$ cat src/rtl/fetch_unit_if.sv
// fetch_unit_if: instruction-memory request/response, decode handoff and redirect signals of fetch_unit.
interface fetch_unit_if;
    logic        imem_req;
    logic [31:0] imem_addr;
    logic [31:0] imem_rdata;
    logic        imem_valid;
    logic        consume;
    logic        redirect;
    logic [31:0] redirect_pc;
    logic        inst_valid;
    logic [31:0] inst;
    logic [5:0]  opcode;
    logic [5:0]  funct;
    logic [31:0] pc;
    logic [31:0] pc_plus4;
    logic        fetch_timeout;

    modport master (
        output imem_req, imem_addr,
        input  imem_rdata, imem_valid,
        input  consume, redirect, redirect_pc,
        output inst_valid, inst, opcode, funct, pc, pc_plus4, fetch_timeout
    );

    modport slave (
        input  imem_req, imem_addr,
        output imem_rdata, imem_valid,
        output consume, redirect, redirect_pc,
        input  inst_valid, inst, opcode, funct, pc, pc_plus4, fetch_timeout
    );
endinterface

$ cat src/rtl/fetch_unit.sv
// fetch_unit: single-outstanding instruction fetch FSM feeding decode; FETCH_TIMEOUT_EN adds a 15-cycle re-issue timer.
// Latency: 1 cycle reset->first request, consume->next request, imem_valid->inst_valid.
// Backpressure: the fetched word is held until consume or redirect; memory responses cannot be stalled.
module fetch_unit (
    input  logic         clk,
    input  logic         reset,
    fetch_unit_if.master fu
);
    typedef enum logic [1:0] {
        S_IDLE,
        S_REQ,
        S_WAIT,
        S_HOLD
    } state_t;

    state_t      state_q, state_d;
    logic [31:0] pc_q, pc_d;
    logic [31:0] inst_q, inst_d;
    logic        drop_q, drop_d;
    logic [31:0] redirect_tgt;
    logic        timeout_hit;

    assign redirect_tgt = fu.redirect_pc & 32'hFFFF_FFFC;

`ifdef FETCH_TIMEOUT_EN
    logic [3:0] tmo_cnt_q, tmo_cnt_d;

    // The 15th silent S_WAIT cycle is the one that sees tmo_cnt_q == 14.
    assign timeout_hit = (state_q == S_WAIT) && !fu.imem_valid && (tmo_cnt_q == 4'd14);

    always_comb begin
        tmo_cnt_d = 4'd0;
        if ((state_q == S_WAIT) && !fu.imem_valid && !timeout_hit) begin
            tmo_cnt_d = tmo_cnt_q + 4'd1;
        end
    end

    always_ff @(posedge clk) begin
        if (reset) begin
            tmo_cnt_q <= 4'd0;
        end else begin
            tmo_cnt_q <= tmo_cnt_d;
        end
    end
`else
    assign timeout_hit = 1'b0;
`endif

    always_comb begin
        state_d = state_q;
        pc_d    = pc_q;
        inst_d  = inst_q;
        drop_d  = drop_q;
        case (state_q)
            S_IDLE: begin
                state_d = S_REQ;
                if (fu.redirect) begin
                    pc_d = redirect_tgt;
                end
            end
            S_REQ: begin
                state_d = S_WAIT;
                // The request already left at the old pc, so its response must be thrown away.
                if (fu.redirect) begin
                    pc_d   = redirect_tgt;
                    drop_d = 1'b1;
                end
            end
            S_WAIT: begin
                if (fu.imem_valid) begin
                    if (fu.redirect) begin
                        pc_d    = redirect_tgt;
                        drop_d  = 1'b0;
                        state_d = S_REQ;
                    end else if (drop_q) begin
                        drop_d  = 1'b0;
                        state_d = S_REQ;
                    end else begin
                        inst_d  = fu.imem_rdata;
                        state_d = S_HOLD;
                    end
                end else begin
                    if (fu.redirect) begin
                        pc_d   = redirect_tgt;
                        drop_d = 1'b1;
                    end
                    if (timeout_hit) begin
                        drop_d  = 1'b0;
                        state_d = S_REQ;
                    end
                end
            end
            S_HOLD: begin
                if (fu.redirect) begin
                    pc_d    = redirect_tgt;
                    state_d = S_REQ;
                end else if (fu.consume) begin
                    pc_d    = pc_q + 32'd4;
                    state_d = S_REQ;
                end
            end
            default: begin
                state_d = S_IDLE;
            end
        endcase
    end

    always_ff @(posedge clk) begin
        if (reset) begin
            state_q <= S_IDLE;
            pc_q    <= 32'h0000_0000;
            inst_q  <= 32'h0000_0000;
            drop_q  <= 1'b0;
        end else begin
            state_q <= state_d;
            pc_q    <= pc_d;
            inst_q  <= inst_d;
            drop_q  <= drop_d;
        end
    end

    // Strobes are masked while reset is high so nothing leaks out before the reset edge lands.
    assign fu.imem_req      = !reset && (state_q == S_REQ);
    assign fu.imem_addr     = pc_q;
    assign fu.inst_valid    = !reset && (state_q == S_HOLD);
    assign fu.inst          = inst_q;
    assign fu.opcode        = inst_q[31:26];
    assign fu.funct         = inst_q[5:0];
    assign fu.pc            = pc_q;
    assign fu.pc_plus4      = pc_q + 32'd4;
    assign fu.fetch_timeout = !reset && timeout_hit;

endmodule

$ cat src/flat_wrapper.sv
// flat-port wrapper written by rule: the top's interface ports become plain ports
module fetch_unit_flat 
  (clk, reset, fu_imem_req, fu_imem_addr, fu_imem_rdata, fu_imem_valid, fu_consume, fu_redirect, fu_redirect_pc, fu_inst_valid, fu_inst, fu_opcode, fu_funct, fu_pc, fu_pc_plus4, fu_fetch_timeout);
  fetch_unit_if fu_i ();
  input  logic clk;
  input  logic reset;
  output wire logic [$bits(fu_i.imem_req)-1:0] fu_imem_req;
  output wire logic [$bits(fu_i.imem_addr)-1:0] fu_imem_addr;
  input wire logic [$bits(fu_i.imem_rdata)-1:0] fu_imem_rdata;
  input wire logic [$bits(fu_i.imem_valid)-1:0] fu_imem_valid;
  input wire logic [$bits(fu_i.consume)-1:0] fu_consume;
  input wire logic [$bits(fu_i.redirect)-1:0] fu_redirect;
  input wire logic [$bits(fu_i.redirect_pc)-1:0] fu_redirect_pc;
  output wire logic [$bits(fu_i.inst_valid)-1:0] fu_inst_valid;
  output wire logic [$bits(fu_i.inst)-1:0] fu_inst;
  output wire logic [$bits(fu_i.opcode)-1:0] fu_opcode;
  output wire logic [$bits(fu_i.funct)-1:0] fu_funct;
  output wire logic [$bits(fu_i.pc)-1:0] fu_pc;
  output wire logic [$bits(fu_i.pc_plus4)-1:0] fu_pc_plus4;
  output wire logic [$bits(fu_i.fetch_timeout)-1:0] fu_fetch_timeout;
  assign fu_imem_req = fu_i.imem_req;
  assign fu_imem_addr = fu_i.imem_addr;
  assign fu_i.imem_rdata = fu_imem_rdata;
  assign fu_i.imem_valid = fu_imem_valid;
  assign fu_i.consume = fu_consume;
  assign fu_i.redirect = fu_redirect;
  assign fu_i.redirect_pc = fu_redirect_pc;
  assign fu_inst_valid = fu_i.inst_valid;
  assign fu_inst = fu_i.inst;
  assign fu_opcode = fu_i.opcode;
  assign fu_funct = fu_i.funct;
  assign fu_pc = fu_i.pc;
  assign fu_pc_plus4 = fu_i.pc_plus4;
  assign fu_fetch_timeout = fu_i.fetch_timeout;
  fetch_unit u_core (.clk(clk), .reset(reset), .fu(fu_i));
endmodule
$ cat config.mk
export PLATFORM = sky130hd
export DESIGN_NAME = fetch_unit_flat
export DESIGN_NICKNAME = d
export VERILOG_FILES = /design/src/rtl/fetch_unit_if.sv /design/src/rtl/fetch_unit.sv /design/src/flat_wrapper.sv
export SDC_FILE = /design/constraint.sdc
export NUM_CORES = 1
export LEC_CHECK = 0
export CORE_MARGIN = 2
export CORE_UTILIZATION = 40
export DETAILED_ROUTE_END_ITERATION = 7
export GPL_TIMING_DRIVEN = 1
export HOLD_SLACK_MARGIN = 0.15
export PLACE_DENSITY_LB_ADDON = 0.15
export SYNTH_ARGS = -nofsm -noshare
export SYNTH_HDL_FRONTEND = slang
export SYNTH_SLANG_ARGS = --single-unit
$ cat constraint.sdc
create_clock -name clk -period 2.8 [get_ports clk]
set_input_delay 0.56 -clock clk [delete_from_list [all_inputs] [get_ports clk]]
set_output_delay 0.56 -clock clk [all_outputs]
set_load 0.01 [all_outputs]
# [Word level (Yosys, flattened, before mapping)]
# Cells that the tools add are included.
[totals] output_inout_bits=143 register_bits=67 word_cells=35 inputBits=69
[op_classes] reduce_logical=9 n_mux=13 addsub=1 n_bitwise=2 eq_ne=6
[ops] op="$mux 32" count=3
[ops] op="$pmux 32 s2" count=1
[ops] op="$add 32x3->32 const B" count=1
[ops] op="$mux 2" count=5
[ops] op="$pmux 2 s4" count=1
[ops] op="$eq 2x2->1 const B" count=2
[ops] op="$reduce_and 2->1" count=2
[ops] op="$reduce_and 4->1" count=1
[ops] op="$ne 3x3->1 const B" count=1
[ops] op="$reduce_or 3->1" count=1
[ops] op="$eq 2x1->1 const B" count=1
[ops] op="$logic_and 1x1->1" count=2
[ops] op="$logic_not 2->1" count=1
[ops] op="$mux 1" count=2
[ops] op="$ne 2x1->1 const B" count=1
[ops] op="$ne 2x2->1 const B" count=1
[ops] op="$not 1->1" count=2
[ops] op="$pmux 1 s2" count=1
[ops] op="$reduce_bool 2->1" count=1
[ops] op="$logic_not 1->1" count=1

# [Depth between registers and ports, before layout]
# Gate-level depths: netlist of run 1.
[depth] depth_word=4 depth_mapped=8 ltp_nobuf=7

# [Worst setup path before layout of run 1]
# No wires, ideal clock.
[synth_timing] kind="register to output" startpoint="register u_core.pc_q[2] (netlist: u_core.fu.imem_addr[2])" endpoint="output port fu_pc_plus4[30]" t_arrival_ps=2050 setup_slack_ps=190 required_ps=2240 path_stages_with_launch=8 cell_sequence="dfxtp_1 > ha_1 > and3_1 > nand4_1 > or4_1 > buf_2 > nor2_1 > xor2_1"
[synth_between] elab_chain_cells=1
[synth_rtl] item="start, declared" line="fetch_unit.sv:17" text="logic [31:0] pc_q, pc_d;"
[synth_rtl] item="start signal, assigned" line="fetch_unit.sv:116" text="pc_q <= pc_d;"
[synth_rtl] item="$add 32x3->32" line="fetch_unit.sv:130" text="assign fu.pc_plus4 = pc_q + 32'd4;"
[synth_rtl] item="end, declared" line="flat_wrapper.sv:19" text="output wire logic [$bits(fu_i.pc_plus4)-1:0] fu_pc_plus4;"
# No other way between the ends.

# [Worst setup path in the final report of run 1]
[layout_timing] startpoint="register u_core.pc_q[2] (netlist: u_core.fu.imem_addr[2])" endpoint="output port fu_pc_plus4[23]"
# Same word-level chain as after synthesis.

==> impl_metrics.sql, run 1 <==
INSERT INTO impl_metrics (metric_group, metric, value, unit) VALUES
('run_status', 'result_of_the_run', 'completed', ''),
('die', 'initial_utilization', '0.4082', ''),
('cts', 'ctsRootBufferMaster', 'sky130_fd_sc_hd__clkbuf_8', ''),
('cts', 'total_clock_sinks', '65', ''),
('synthesis', 'synth_top_area_share', '0.3307', ''),
('min_path', 'timing.hold.worst.class', 'in2reg', ''),
('sta', 'final.min_clock_period', '2.751', 'ns'),
('critical_path', 'worst_ep_required_time', '2.24', 'ns'),
('cts', 'tritoncts.num_buffers', '9', ''),
('placed_design', 'port-buffer-count', '202', ''),
('critical_path', 'critPathSlowestCell', 'sky130_fd_sc_hd__dfxtp_2', ''),
('die', 'floorplan.core_area', '9639', 'µm²'),
('die', 'design.die.area', '10650', 'µm²'),
('synthesis', 'distinct_cell_type_count_of_the_synthesized_netlist', '48', ''),
('drt', 'drt_iter0_markers', '203', ''),
('synthesis', 'cell_area_after_synthesis', '3935', 'µm²'),
('final_layout', 'diodes', '0', ''),
('critical_path', 'crit_path_frequent_cell', 'sky130_fd_sc_hd__buf_4', ''),
('drt', 'route.met3.wl', '1132', 'µm'),
('drt', 'route.vias.total', '4506', ''),
('power_and_ir_drop', 'totalPowerFinal', '2381', 'µW'),
('drt', 'route.detailed.drc', '0', ''),
('drt', 'met2_wirelength', '6612', 'µm'),
('critical_path', 'cp_max_fo', '4', ''),
('sta', 'setup_violations', '0', ''),
('drt', 'detail_route.vias_per_cell', '5.185', ''),
('sta', 'fin_tns_setup', '0', 'ns'),
('critical_path', 'critical-path-max-stage-delay', '0.37', 'ns'),
('placed_design', 'placedCellCount', '837', ''),
('run', 'maxCapViolCount', '0', ''),
('sta', 'finClkSkew', '0.008285', 'ns'),
('synthesis', 'synth-warning-count', '0', ''),
('synthesis', 'synth.area.top_cells', 'sky130_fd_sc_hd__dfxtp_1 33%, sky130_fd_sc_hd__buf_4 9.3%, sky130_fd_sc_hd__nand2_1 9.2%', ''),
('final_layout', 'finalNonFillerCells', '869', ''),
('placed_design', 'hpwlAfterDp', '9926', 'µm'),
('sta', 'max_freq', '0.3635', 'GHz'),
('global_route', 'globalRouteTotalUtil', '0.2417', ''),
('global_route', 'number_of_global_route_vias_before_repair', '4168', ''),
('final_layout', 'final_core_util', '0.6739', ''),
('cts', 'htree_num_levels', '3', ''),
('cts', 'clkTransAtPathRegs', '0.08', 'ns'),
('cts', 'clock_latency_late_sink', '0.34', 'ns'),
('final_layout', 'postLayoutCellArea', '6496', 'µm²'),
('synthesis', 'synth-edff-count', '0', ''),
('synthesis', 'synth_top_area_cell', 'sky130_fd_sc_hd__dfxtp_1', ''),
('global_route', 'grt_first_pass_wirelength', '20420', 'µm'),
('cts', 'cts_max_path_buffers', '2', ''),
('synthesis', 'post-synth-top-count-cell', 'sky130_fd_sc_hd__nand2_1', ''),
('final_layout', 'finalNetCount', '805', ''),
('critical_path', 'setup.worst_path.end_class', 'output port', ''),
('final_layout', 'area_growth', '65.09', '%'),
('sta', 'finalMaxSlewViolations', '0', ''),
('synthesis', 'async_reset_ff_frac', '0', ''),
('cts', 'number_of_buffers_added_to_fix_hold_violations_after_cts', '0', ''),
('sta', 'slew_hr', '0.6522', ''),
('drt', 'route.layer.met1.wl', '5491', 'µm'),
('global_route', 'maximum_number_of_pins_on_one_net_before_global_route_repair', '46', ''),
('final_layout', 'drive_above_1_share', '0.1793', ''),
('global_route', 'antenna_found_initial', '0', ''),
('critical_path', 'critical_setup_path_class', 'reg2out', ''),
('drt', 'highest-signal-layer', 'met4', ''),
('sta', 'finalCritPeriodShare', '0.9824', ''),
('synthesis', 'synth_cells', '531', ''),
('synthesis', 'synth_ff_type', 'sky130_fd_sc_hd__dfxtp_1', ''),
('synthesis', 'ys_seq_area_frac', '0.3307', ''),
('synthesis', 'synth.avg_cell_area', '7.411', 'µm²'),
('critical_path', 'crit_path_start_kind', 'flop', ''),
('placed_design', 'gp_routability_congestion', '0.8868', ''),
('critical_path', 'path_cells', 'buf_6, and4_4, nand4_1, buf_4, nor3_1, buf_4, xor2_1, dlygate4sd2_1', ''),
('synthesis', 'yosys-top-cells-count', '96 x sky130_fd_sc_hd__nand2_1, 65 x sky130_fd_sc_hd__dfxtp_1, 56 x sky130_fd_sc_hd__a21oi_1', ''),
('power_and_ir_drop', 'power_per_cell_area', '366.5', 'nW/µm²');
[registers in the layout (all words and copies together) (netlist names)]
signal and cells:
u_core.state_q 2, u_core.drop_q 1, u_core.fu.imem_addr 30, u_core.fu.inst 32
[kinds of logic after synthesis]
group / share of synthesized area
xor+xnor: 0.06232
fa+ha+maj: 0.01590
other cells: 0.0009530
buf+inv: 0.1456
simple gates: 0.2439
flops: 0.3307
mux: 0.02894
compound gates: 0.1717
[power by group]
| part | switching (µW) | internal [µW] |
|---|---|---|
| combinational | 246 | 313 |
| sequential | 29.2 | 960 |
| clock | 413 | 419 |
| total | 689 | 1690 |
[routing by layer]
layer,GRT usage,up-vias
met1,0.3105,2089
met2,0.4021,214
met4,0.07794,0
li1,-,2176
met5,0,-
met3,0.05645,27
[timing repair]
action | in CTS | in global routing
setup buffers | 9 | 7
resized for setup | 49 | 30
pin swaps | 12 | 7
endpoints found under the setup margin | 21 | 15
hold endpoints to repair | 0 | 0
[final timing paths]
check,startpoint,to,slack [ns],cells after the start
max,u_core.fu.imem_addr[2],fu_pc_plus4[23],0.05,8
min,reset,u_core.drop_q,0.46,2
max reg2reg,u_core.fu.imem_addr[2],u_core.fu.imem_addr[28],0.49,7
min reg2reg,u_core.fu.inst[14],u_core.fu.inst[14],0.46,2
[area by class of cell]
cell class	count	area, µm²
clock buffers	9	123.9
well taps	133	166.4
inverters	12	45.04
flip-flops and latches	65	1313
repair buffers	273	2540
fillers	870	3143
multi-input cells	370	2231
clock inverters	7	77.57
[cell usage in the layout (no fill, tap or decap), types with 7 or more instances in the layout]
| master | n |
|---|---|
| sky130_fd_sc_hd__nand2_1 | 96 |
| sky130_fd_sc_hd__dfxtp_2 | 9 |
| sky130_fd_sc_hd__o22ai_1 | 9 |
| sky130_fd_sc_hd__a21oi_1 | 55 |
| sky130_fd_sc_hd__nor2_1 | 31 |
| sky130_fd_sc_hd__nand3_1 | 18 |
| sky130_fd_sc_hd__clkbuf_8 | 9 |
| sky130_fd_sc_hd__inv_1 | 12 |
| sky130_fd_sc_hd__nand4_1 | 9 |
| sky130_fd_sc_hd__a31oi_1 | 7 |
| sky130_fd_sc_hd__nor3_1 | 9 |
| sky130_fd_sc_hd__o21ai_0 | 9 |
| sky130_fd_sc_hd__xor2_1 | 13 |
| sky130_fd_sc_hd__conb_1 | 7 |
| sky130_fd_sc_hd__a22oi_1 | 7 |
| sky130_fd_sc_hd__dlygate4sd2_1 | 10 |
| sky130_fd_sc_hd__xnor2_1 | 15 |
| sky130_fd_sc_hd__mux2i_1 | 8 |
| sky130_fd_sc_hd__dfxtp_1 | 56 |
| sky130_fd_sc_hd__buf_4 | 67 |
| sky130_fd_sc_hd__clkdlybuf4s50_1 | 180 |
[critical path, delay by kind of cell, from the launching register on]
family / cells / cell delay [ns]
flip-flops: 1 / 0.37
XOR/XNOR: 1 / 0.14
buffers and inverters: 4 / 0.78
AND/OR/NAND/NOR: 3 / 0.55
[per-stage QoR]
stage	setup slack (ns)	hold WS [ns]
after floorplan	0.1904	0.4805
after CTS	0.01151	0.4447
after global placement	-0.02430	0.4407
final	0.04921	0.4565
after global routing	-0.01148	0.4730
after detailed placement	-0.04800	0.4485
(Power assumes the default switching activity.)
==> run 2, diff against run 1 <==
--- a/config.mk
+++ b/config.mk
@@ -5,7 +5,7 @@
 export SDC_FILE = /design/constraint.sdc
 export NUM_CORES = 1
 export LEC_CHECK = 0
-export CORE_MARGIN = 2
+export CORE_MARGIN = 4
 export CORE_UTILIZATION = 40
 export DETAILED_ROUTE_END_ITERATION = 7
 export GPL_TIMING_DRIVEN = 1
==> run 2 against run 1 <==
- combinational power hardly changed
- first-iteration DRC count rose by 5.4%
- via count down 0.84%
- largest power group unchanged
==> impl_metrics.sql, run 2 (synthesized netlist as in run 1, its figures left out) <==
INSERT INTO impl_metrics (metric_group, metric, value, unit) VALUES
('run_status', 'result_of_the_run', 'completed', ''),
('cts', 'total_clock_sinks', '65', ''),
('critical_path', 'critical_setup_path_class', 'reg2out', ''),
('critical_path', 'crit_path_start_kind', 'flop', ''),
('final_layout', 'largest_register_ffs', '32', ''),
('critical_path', 'regToRegEndpoint', 'u_core.fu.imem_addr[28]', ''),
('critical_path', 'path_cells', 'and3_1, buf_4, nand3_1, nor3_4, xor2_1, clkdlybuf4s50_1', ''),
('sta', 'fin_tns_setup', '0', 'ns'),
('min_path', 'timing.hold.worst_path_depth', '2', ''),
('die', 'initial_utilization', '0.4179', ''),
('critical_path', 'cp.arrival', '2.18', 'ns'),
('power_and_ir_drop', 'power_per_cell_area', '374.1', 'nW/µm²'),
('sta', 'finalCritPeriodShare', '0.9791', ''),
('critical_path', 'worst_ep_required_time', '2.24', 'ns'),
('sta', 'max_freq', '0.3648', 'GHz'),
('die', 'floorplan.core_area', '9415', 'µm²'),
('final_layout', 'drive_above_1_share', '0.1550', ''),
('cts', 'cts_max_path_buffers', '2', ''),
('final_layout', 'sequential_cell_area', '1303', 'µm²'),
('critical_path', 'r2r_slack', '0.47', 'ns'),
('final_layout', 'postLayoutCellArea', '6379', 'µm²'),
('global_route', 'antenna_found_initial', '0', ''),
('min_path', 'min_to', 'u_core.fu.inst[20]', ''),
('drt', 'drtAntennaViolNets', '0', ''),
('final_layout', 'diodes', '0', ''),
('sta', 'rsz_0062_raised_after_global_routing', 'true', ''),
('min_path', 'worst_hold_startpoint', 'u_core.fu.inst[20]', ''),
('global_route', 'grt_first_pass_wirelength', '21580', 'µm'),
('final_layout', 'layout_commonest_cell', 'sky130_fd_sc_hd__clkdlybuf4s50_1', ''),
('sta', 'final-hold-violation-count', '0', ''),
('critical_path', 'reg2reg_depth', '6', ''),
('final_layout', 'layout_common_cells', '181 x sky130_fd_sc_hd__clkdlybuf4s50_1, 96 x sky130_fd_sc_hd__nand2_1, 64 x sky130_fd_sc_hd__dfxtp_1, 62 x sky130_fd_sc_hd__buf_4, 55 x sky130_fd_sc_hd__a21oi_1', ''),
('placed_design', 'port-buffer-count', '202', ''),
('power_and_ir_drop', 'switching_share', '0.2915', ''),
('global_route', 'maximum_number_of_pins_on_one_net_before_global_route_repair', '48', ''),
('global_route', 'globalRouteTotalUtil', '0.2329', ''),
('power_and_ir_drop', 'static-leakage-power', '0.002515', 'µW'),
('drt', 'route.vias.total', '4468', ''),
('die', 'chip_width', '107.2', 'µm'),
('critical_path', 'setup.worst_path.end_class', 'output port', ''),
('die', 'ioPinCount', '212', ''),
('drt', 'detail_route.first_pass.iterations', '5', ''),
('die', 'die_h', '107.2', 'µm'),
('sta', 'slew_hr', '0.6485', ''),
('cts', 'clock_latency_late_sink', '0.35', 'ns'),
('drt', 'route.detailed.drc', '0', ''),
('power_and_ir_drop', 'switching_component_of_the_power', '695.6', 'µW'),
('sta', 'actual_transition_at_the_worst_max_transition_pin', '0.5272', 'ns'),
('die', 'design.die.area', '11490', 'µm²'),
('sta', 'setup_violations', '0', ''),
('critical_path', 'reg2reg_from', 'u_core.fu.imem_addr[24]', ''),
('power_and_ir_drop', 'clock_power_share', '0.351', ''),
('sta', 'finClkSkew', '0.01862', 'ns'),
('cts', 'tritoncts.num_buffers', '9', ''),
('final_layout', 'finalNetCount', '798', ''),
('sta', 'final.min_clock_period', '2.741', 'ns'),
('die', 'row_count', '35', ''),
('drt', 'routed_wire_length', '13960', 'µm'),
('cts', 'ctsRootBufferMaster', 'sky130_fd_sc_hd__clkbuf_8', ''),
('placed_design', 'place_area', '6055', 'µm²'),
('power_and_ir_drop', 'worst_ir_drop_vdd', '0.2510', 'mV'),
('run', 'maxCapViolCount', '0', ''),
('sta', 'finalMaxSlewViolations', '0', ''),
('critical_path', 'critPathSlowestCell', 'sky130_fd_sc_hd__clkdlybuf4s50_1', ''),
('critical_path', 'cp_max_fo', '4', ''),
('power_and_ir_drop', 'pwr-share-comb', '0.236', ''),
('cts', 'cts_tree', 'built', ''),
('final_layout', 'fillCellCount', '805', ''),
('global_route', 'grt_ovf', '0', ''),
('placed_design', 'hpwlAfterDp', '10310', 'µm'),
('final_layout', 'multiInputGateArea', '2190', 'µm²'),
('cts', 'htree_num_levels', '3', ''),
('global_route', 'number_of_global_route_vias_before_repair', '4383', ''),
('power_and_ir_drop', 'share_seq_of_total_power', '0.413', ''),
('drt', 'detail_route.vias_per_cell', '5.207', ''),
('placed_design', 'gp_routability_congestion', '0.8069', ''),
('drt', 'drt_iter0_markers', '214', ''),
('cts', 'number_of_buffers_added_to_fix_hold_violations_after_cts', '0', ''),
('critical_path', 'critical-path-max-stage-delay', '0.55', 'ns'),
('min_path', 'timing.hold.worst.class', 'reg2reg', ''),
('drt', 'route.detailed.wl_per_inst', '16.27', 'µm'),
('cts', 'clkTransAtPathRegs', '0.09', 'ns'),
('power_and_ir_drop', 'p_int', '1691', 'µW'),
('final_layout', 'area_growth', '62.10', '%');
[run 2: per-layer routing]
| layer | routed length [µm] | global-route usage | vias up | part of all wire |
|---|---|---|---|---|
| met5 | 0 | 0 | - | 0 |
| met4 | 284 | 0.09498 | 0 | 0.020 |
| met3 | 1067 | 0.05178 | 24 | 0.076 |
| met2 | 7051 | 0.4062 | 198 | 0.51 |
| met1 | 5555 | 0.2748 | 2092 | 0.40 |
| li1 | - | - | 2154 | - |
[run 2: worst max path at each step]
stage,from,to,slack [ns],cells past startpoint
after detailed placement,u_core.fu.imem_addr[2],fu_pc_plus4[30],-0.07,7
final,u_core.fu.imem_addr[16],fu_pc_plus4[20],0.06,6
after floorplan,u_core.fu.imem_addr[2],fu_pc_plus4[30],0.19,7
after global placement,u_core.fu.imem_addr[2],fu_pc_plus4[30],-0.05,7
after global routing,u_core.fu.imem_addr[24],fu_pc_plus4[30],-0.04,6
after CTS,u_core.fu.imem_addr[2],fu_pc_plus4[30],-0.11,7
[run 2: power groups by stage]
stage / sequential [µW] / combinational [µW] / clock [µW]
2_1_floorplan: 1030 / 233 / 0
3_3_place_gp: 1000 / 562 / 0
3_5_place_dp: 1010 / 572 / 0
4_1_cts: 985 / 565 / 848
5_1_grt: 991 / 602 / 904
6_report: 986 / 563 / 837
[run 2: stage by stage]
stage | instances | utilization | setup WS (ns) | hold slack [ns] | power, µW
3_5_place_dp | 835 | 0.6431 | -0.07167 | 0.4455 | 1578
3_3_place_gp | 835 | 0.6431 | -0.05298 | 0.4411 | 1566
2_1_floorplan | 537 | - | 0.1904 | 0.4805 | 1266
4_1_cts | 857 | 0.6739 | -0.1099 | 0.4583 | 2398
6_report | 858 | 0.6775 | 0.05858 | 0.4569 | 2386
5_1_grt | 858 | 0.6775 | -0.03866 | 0.4788 | 2497
[run 2: critical path, delay by kind of cell, from the launching register on]
kind                      cells  cell delay, ns
and+or+nand+nor               3            0.62
xor gates and xnor gates      1            0.17
buffers and inverters         2            0.69
DFF                           1            0.34
[run 2: area by class of cell]
type | instances | area share
timing repair buffer | 266 | 0.3886
tap | 129 | 0.02530
sequential | 65 | 0.2042
clock inverter | 7 | 0.01216
inverter | 12 | 0.007062
multi-input combinational | 370 | 0.3433
clock buffer | 9 | 0.01942
[run 2: what timing repair did]
item | 4_1_cts | 5_1_grt
setup buffers | 6 | 1
hold endpoints to repair | 0 | 0
pin swaps | 6 | 3
endpoints found under the setup margin | 20 | 11
resized for setup | 34 | 25
